`config.mk`:
```
export PLATFORM = sky130hd
export DESIGN_NAME = value_ramp_driver
export DESIGN_NICKNAME = d
export VERILOG_FILES = /design/src/rtl/value_ramp_pkg.sv /design/src/rtl/value_ramp_driver_tick_counter.sv /design/src/rtl/value_ramp_driver.sv
export SDC_FILE = /design/constraint.sdc
export NUM_CORES = 1
export LEC_CHECK = 0
export BUFFER_PORTS_ARGS = -buffer_cell sky130_fd_sc_hd__buf_2
export CORE_UTILIZATION = 60
export CTS_CLUSTER_DIAMETER = 80
export DETAILED_ROUTE_END_ITERATION = 8
export PLACE_DENSITY = 0.77
export SLEW_MARGIN = 20
export SYNTH_ARGS = -nofsm -noshare
export SYNTH_HDL_FRONTEND = slang
export SYNTH_SLANG_ARGS = --single-unit
```
`constraint.sdc`:
```
create_clock -name clk -period 5.5 [get_ports clk]
set_input_delay 0.825 -clock clk [delete_from_list [all_inputs] [get_ports clk]]
set_output_delay 0.825 -clock clk [all_outputs]
set_load 0.05 [all_outputs]
```
`src/rtl/value_ramp_pkg.sv`:
```
// Shared state encoding and step arithmetic for the value ramp driver.
package value_ramp_pkg;

  typedef enum logic {
    ST_IDLE = 1'b0,
    ST_RAMP = 1'b1
  } state_t;

  // Move cur toward tgt by min(step, |tgt-cur|); never overshoots, never wraps.
  function automatic logic [31:0] step_toward(input logic [31:0] tgt,
                                              input logic [31:0] cur,
                                              input logic [31:0] step);
    logic        up;
    logic [31:0] diff;
    logic [31:0] mag;
    up   = (tgt >= cur);
    diff = up ? (tgt - cur) : (cur - tgt);
    mag  = (diff < step) ? diff : step;
    return up ? (cur + mag) : (cur - mag);
  endfunction

endpackage

```
`src/rtl/value_ramp_driver_tick_counter.sv`:
```
// Hold-interval down-counter: load/reload to HOLD_CYCLES-1, tick when at zero.
module ramp_tick_counter #(
  parameter int unsigned HOLD_CYCLES = 4
) (
  input  logic clk,
  input  logic clear,
  input  logic load,
  output logic tick_c
);

  localparam int unsigned CNT_W = (HOLD_CYCLES > 1) ? $clog2(HOLD_CYCLES) : 1;

  logic [CNT_W-1:0] count_q;

  // Clear dominates load; otherwise count down and rest at zero.
  always_ff @(posedge clk) begin
    if (clear) begin
      count_q <= '0;
    end else if (load) begin
      count_q <= CNT_W'(HOLD_CYCLES - 1);
    end else if (count_q != '0) begin
      count_q <= count_q - CNT_W'(1);
    end
  end

  assign tick_c = (count_q == '0);

endmodule

```
`src/rtl/value_ramp_driver.sv`:
```
// Walks data_out toward an accepted target in bounded steps, one step per hold interval.
module value_ramp_driver
  import value_ramp_pkg::*;
#(
  parameter int unsigned WIDTH       = 8,
  parameter int unsigned STEP        = 1,
  parameter int unsigned HOLD_CYCLES = 4
) (
  input  logic             clk,
  input  logic             rst,
  input  logic [WIDTH-1:0] target_in,
  input  logic             target_valid,
  output logic             target_ready,
  input  logic             abort,
  output logic [WIDTH-1:0] data_out,
  output logic             changed,
  output logic             busy,
  output logic             done
);

  state_t           state_q, state_d;
  logic [WIDTH-1:0] data_q, data_d;
  logic [WIDTH-1:0] target_q, target_d;
  logic             changed_q, changed_d;
  logic             done_q, done_d;
  logic             busy_q, busy_d;
  logic             load_c;
  logic             clear_c;
  logic             tick_c;
  logic [WIDTH-1:0] step_val_c;

  // Abort only matters in RAMP, so an IDLE abort cannot cancel a same-cycle accept.
  assign clear_c = rst | ((state_q == ST_RAMP) & abort);

  ramp_tick_counter #(
    .HOLD_CYCLES(HOLD_CYCLES)
  ) u_tick (
    .clk   (clk),
    .clear (clear_c),
    .load  (load_c),
    .tick_c(tick_c)
  );

  assign step_val_c = WIDTH'(step_toward(32'(target_q), 32'(data_q), 32'(STEP)));

  // State and output registers.
  always_ff @(posedge clk) begin
    if (rst) begin
      state_q   <= ST_IDLE;
      data_q    <= '0;
      target_q  <= '0;
      changed_q <= 1'b0;
      done_q    <= 1'b0;
      busy_q    <= 1'b0;
    end else begin
      state_q   <= state_d;
      data_q    <= data_d;
      target_q  <= target_d;
      changed_q <= changed_d;
      done_q    <= done_d;
      busy_q    <= busy_d;
    end
  end

  // Next-state and next-output logic.
  always_comb begin
    state_d   = state_q;
    data_d    = data_q;
    target_d  = target_q;
    changed_d = 1'b0;
    done_d    = 1'b0;
    load_c    = 1'b0;
    case (state_q)
      ST_IDLE: begin
        if (target_valid) begin
          target_d = target_in;
          if (target_in == data_q) begin
            done_d = 1'b1;
          end else begin
            state_d = ST_RAMP;
            load_c  = 1'b1;
          end
        end
      end
      ST_RAMP: begin
        if (abort) begin
          state_d = ST_IDLE;
        end else if (tick_c) begin
          data_d    = step_val_c;
          changed_d = 1'b1;
          load_c    = 1'b1;
          if (step_val_c == target_q) begin
            state_d = ST_IDLE;
            done_d  = 1'b1;
          end
        end
      end
      default: state_d = ST_IDLE;
    endcase
    busy_d = (state_d == ST_RAMP);
  end

  assign target_ready = (state_q == ST_IDLE);
  assign data_out     = data_q;
  assign changed      = changed_q;
  assign done         = done_q;
  assign busy         = busy_q;

endmodule

```
# Word-level counts from Yosys, hierarchy flattened
# Index checks and enable logic that the tools add are counted.
word_totals:
  mem_bits_rw: 0
  n_memories: 0
  mem_bits_ro: 0
  out_inout_bits: 12
  in_bits: 12
  word_cells: 45
  latch_bits: 0
  ff_bits: 21
op_classes:
  eq_ne: 2
  n_mul: 0
  bitwise: 4
  div_mod_pow: 0
  muxes: 20
  n_lt_le_gt_ge: 2
  shifts: 0
  n_reduce_logical: 6
  add_sub_neg: 5
op_table:
  columns: ["cell", "n"]
  rows:
  - ["$lt A32 B1 Y1 const B", 1]
  - ["$mux W32", 1]
  - ["$sub A8 B8 Y9", 2]
  - ["$eq A8 B8 Y1", 2]
  - ["$mux W8", 2]
  - ["$mux W1", 12]
  - ["$add A8 B8 Y8", 1]
  - ["$ge A8 B8 Y1", 1]
  - ["$sub A8 B8 Y8", 1]
  - ["$pmux W1 S2", 3]
  - ["$mux W2", 2]
  - ["$reduce_bool A2 Y1", 2]
  - ["$reduce_and A3 Y1", 1]
  - ["$logic_not A2 Y1", 1]
  - ["$not A1 Y1", 2]
  - ["$reduce_and A2 Y1", 1]
  - ["$reduce_or A2 Y1", 1]
  - ["$sub A2 B1 Y2 const B", 1]
  - ["$and A1 B1 Y1", 1]
  - ["$or A1 B1 Y1", 1]

# Longest topological paths before layout
logic_depth:
  word_depth: 11
  depth_mapped: 24
  depth_no_buf: 24

# Hierarchy
# A second synthesis with hierarchy kept.
hier_totals:
  cells_unflattened: 294
  hier_area_um2: 2304.7
by_module_without_submodules:
  columns: ["module", "seq_area_each_um2", "cells_per_inst", "instances", "area_each_um2"]
  rows:
  - ["value_ramp_driver", 380.4, 284, 1, 2208.4]
  - ["ramp_tick_counter", 40.0, 10, 1, 96.3]

# Worst setup path after synthesis
# No wires, ideal clock.
synth_path:
  path_type: "register to register"
  from: "register data_q[1], in the netlist data_out[1]"
  to: "register data_q[7], in the netlist data_out[7]"
  t_required_ns: 5.377
  path_buffers: 0
  period_less_slack_ns: 4.875
  path_stages_with_launch: 22
  arrival_ns: 4.751
  setup_time_ns: 0.123
  path_slack_ns: 0.625
  cell_sequence: "dfxtp_1 > inv_1 > ha_1 > nor2b_1 > o221a_2 > o21ai_1 > or4b_1 > o2111ai_1 > nand4_4 > inv_4 > ha_1 > and3_1 > ha_1 > nand3_1 > a21boi_0 > o21a_1 > o21a_1 > o21ai_0 > nor2b_1 > nor3_1 > nor3b_1 > mux2_1"
synth_between:
  elab_chain_cells: 6
synth_lines:
  columns: ["item", "line_no", "text"]
  rows:
  - ["start: declaration", "value_ramp_driver.sv:22", "logic [WIDTH-1:0] data_q, data_d;"]
  - ["start signal: assignment", "value_ramp_driver.sv:57", "data_q <= data_d;"]
  - ["$sub A8 B8 Y9 or $ge A8 B8 Y1 (tied branches)", "value_ramp_pkg.sv:17, value_ramp_pkg.sv:16", null]
  - ["$mux W32", "value_ramp_pkg.sv:17", "diff = up ? (tgt - cur) : (cur - tgt);"]
  - ["$lt A32 B1 Y1", "value_ramp_pkg.sv:18", "mag = (diff < step) ? diff : step;"]
  - ["$mux W8", "value_ramp_pkg.sv:18", null]
  - ["$sub A8 B8 Y8 or $add A8 B8 Y8 (tied branches)", "value_ramp_pkg.sv:19", "return up ? (cur + mag) : (cur - mag);"]
  - ["$mux W8 (*)", "value_ramp_pkg.sv:19", null]
# Every way passes the cells marked *; elsewhere a longest branch is shown, timed or not.
# A chain may end at the register's enable or synchronous reset.

# Worst setup path in the final report
layout_path:
  from: "register data_q[4], in the netlist data_out[4]"
  to: "register data_q[7], in the netlist data_out[7]"
# The elaborated chain is that of the path after synthesis.

==> out/results.tsv <==
stage	metric	value	unit
status	status	finished clean	
die	starting density of the core	64.8	%
timing	Final Hold Fails	0	
yosys	syn nets	323	
die	Die ar.	3960	µm²
power	combinational power share	56.3	%
clock_network	clock-pin slew on the worst setup and hold paths	0.07	ns
clock_network	root buffer cell	clkbuf_8	
setup_path	Required @ worst endpoint	5.65	ns
detailed_routing	routed vias/inst	5.65	
cells_and_area	share of cells above drive strength 1	15.6	%
timing	unrepaired setup endpoints after global routing	false	
setup_path	Crit Reg-Reg Startpoint	data_out[4]	
cells_and_area	commonest cells after routing, fill and taps aside	37 x nand2_1, 28 x inv_1, 27 x a21oi_1, 26 x ha_1, 23 x buf_2	
detailed_routing	routed len/inst	14.4	µm
yosys	Synth area leader	dfxtp_1	
cells_and_area	# diodes	0	
die	# IOs	24	
clock_network	Post-CTS Hold Buffers	0	
cells_and_area	most common cell after layout, fill and taps aside	nand2_1	
timing	fin crit period	5.02	ns
setup_path	reg2reg end	data_out[7]	
yosys	Synth cell types	59	
grt	vias in the first global route	1945	
die	core footprint	3440	µm²
timing	Slew HR	52.7	%
detailed_routing	DR iter-0 viols	196	
setup_path	crit path DAT	5.17	ns
power	Switching Fraction	41.9	%
clock_network	worst-skew pair later-pin latency	0.25	ns
yosys	top cells by area, synth	dfxtp_1 19%, ha_1 15%, xnor2_1 7.5%	
yosys	Post-synth EDFFs	0	
clock_network	CTS max path bufs	2	
cells_and_area	Area growth, synth to finish	7.80	%
clock_network	CTS Buf Count	3	
setup_path	flop2flop setup slack	0.48	ns
grt	largest net degree at the start of global routing	22	
power	clock network power share	15.9	%
yosys	syn avg cell area	7.91	µm²
clock_network	CTS tree	built	
detailed_routing	ANT nets after route	0	
placed_design	post-detail-place hpwl	4030	µm
flow_run	# Max-Cap Violations	0	
timing	setup TNS	0	ns
timing	final setup fails	0	
grt	initial antenna violation count	0	
detailed_routing	Vias	1962	
grt	GRT Overall Usage	28.1	%
yosys	Mapped Cells	282	
placed_design	IO Port Bufs	23	
timing	Clock Skew	0.00168	ns
power	P_sw	261	µW
yosys	sequential area share after synthesis	18.9	%
setup_path	critical path class	reg2reg	
setup_path	Startpoint Class	flop	
yosys	Cell Area, Synth	2230	µm²
power	Leak	1.05	nW
grt	first-pass GRT wire length	8980	µm
placed_design	routability cong.	1.01	
grt	grt total ovfl	0	
die	FP Rows	21	
setup_path	FF-to-FF path depth	21	
yosys	Primary FF master, synth	dfxtp_1	
yosys	YS warnings	0	
power	Seq pwr share	27.8	%
worst_hold_path	Hold Path Class	reg2reg	
clock_network	H-tree Lvls	1	
timing	Worst-Margin Slew	0.708	ns
timing	period utilisation layout	91.3	%
detailed_routing	First-pass DRT Iterations	4	
power	P_int	362	µW
yosys	post-synth top area share	18.9	%
worst_hold_path	Hold Crit Endpoint	target_q[6]	
die	Die H	63.0	µm
clock_network	total clock sinks	21	
power	Pwr Density	259	nW/µm²
worst_hold_path	Hold Crit Start	target_q[6]	
timing	Max Clk Rate	0.199	GHz
worst_hold_path	worst hold stages	2	
detailed_routing	WL final	5010	µm
setup_path	Worst Setup End Kind	flop	
yosys	Synth Register Bits	21	
detailed_routing	# DRC	0	
timing	Slew Limit Fails	0	
die	Die Width	63.0	µm
yosys	share of flip-flops with an asynchronous set or reset	0	%
power	worst vdd ir	0.192	mV
setup_path	Critical Path Fanout Max	13	
cells_and_area	final core occ	69.8	%
cells_and_area	Nets	343	
[cell usage after synthesis (4+ instances only)]
cell      instances
a21o_1            6
ha_1             26
o211ai_1          4
nand2_1          37
inv_1            28
nand4_1           5
nor2_1           20
clkbuf_1          4
xnor2_1          19
o21ai_0           6
dfxtp_1          21
xor2_1            7
nor2b_1           6
a21oi_1          27
[what timing repair did]
action / 4_1_cts / 5_1_grt
endpoints found under the setup margin: 0 / 1
setup buffers: 0 / 0
resized for setup: 0 / 1
[cell type report]
type                            instances  area [µm²]
Clock buffer                            4        45.0
Fill cell                             302        1040
Inverter                               29         111
Multi-Input combinational cell        222        1640
Sequential cell                        21         422
Tap cell                               46        57.6
Timing Repair Buffer                   25         130
[critical path, stage by stage (launching register included)]
cell and delay, ns:
dfxtp_1 0.47, inv_1 0.08, ha_1 0.46, nand4_1 0.23, o21a_2 0.27, nand2_1 0.09
or4b_1 0.48, o2111ai_1 0.18, nand4_4 0.16, inv_4 0.11, ha_1 0.23, and3_1 0.16
ha_1 0.28, nand3_1 0.10, a21boi_0 0.11, o21a_1 0.20, o21a_1 0.18, o21ai_0 0.15
nor2b_1 0.28, nor3_1 0.08, nor3b_1 0.28, mux2_1 0.34
[cell families (layout without fill, tap and decap cells)]
| logic type | count (synthesis) | after routing | share of synthesized area [%] |
|---|---|---|---|
| compound gates | 69 | 69 | 21.7 |
| xor+xnor | 27 | 27 | 11.2 |
| fa+ha+maj | 29 | 29 | 17.3 |
| buf+inv | 39 | 58 | 7.69 |
| flops | 21 | 21 | 18.9 |
| mux | 4 | 4 | 1.96 |
| other cells | 1 | 1 | 0.168 |
| simple gates | 92 | 92 | 21.1 |
[power by group through the flow]
stage | Sequential, mW | Clock [mW] | Combinational, mW
final | 0.173 | 0.0988 | 0.351
after CTS | 0.173 | 0.100 | 0.348
after detailed placement | 0.177 | 0 | 0.346
after global placement | 0.176 | 0 | 0.345
after floorplan | 0.187 | 0 | 0.275
after global routing | 0.175 | 0.108 | 0.387
[sequential cells by signal, summed over array words and instances (netlist names)]
signal,flops
busy,1
changed,1
data_out,8
done,1
target_q,8
u_tick.count_q,2
[layer usage]
metal | part of all wire [%] | vias to the layer above | global-route usage [%]
met5 | 0 | - | 0
met3 | 3.7 | 4 | 1.64
met2 | 48 | 51 | 48.3
li1 | - | 1003 | -
met4 | 0.88 | 0 | 5.52
met1 | 48 | 904 | 38.4
[through the flow]
step	instance area [µm²]	std cells	power [mW]	setup slack, ns	hold slack (ns)
global route	2400	347	0.670	0.0809	0.523
floorplan	2230	282	0.462	0.625	0.453
detailed placement	2360	343	0.522	0.424	0.475
finish	2400	347	0.623	0.476	0.485
global placement	2360	343	0.521	0.444	0.472
CTS	2400	347	0.621	0.375	0.486
[how the worst max path moves through the flow]
stage,endpoint,slack (ns),startpoint,cells past startpoint
2_1_floorplan,data_out[7],0.63,data_out[1],21
3_3_place_gp,data_out[7],0.44,data_out[1],21
3_5_place_dp,data_out[7],0.42,data_out[1],21
4_1_cts,data_out[7],0.38,data_out[1],21
5_1_grt,data_out[7],0.08,data_out[4],21
6_report,data_out[7],0.48,data_out[4],21
No activity file was read; power rests on OpenSTA's default activity.
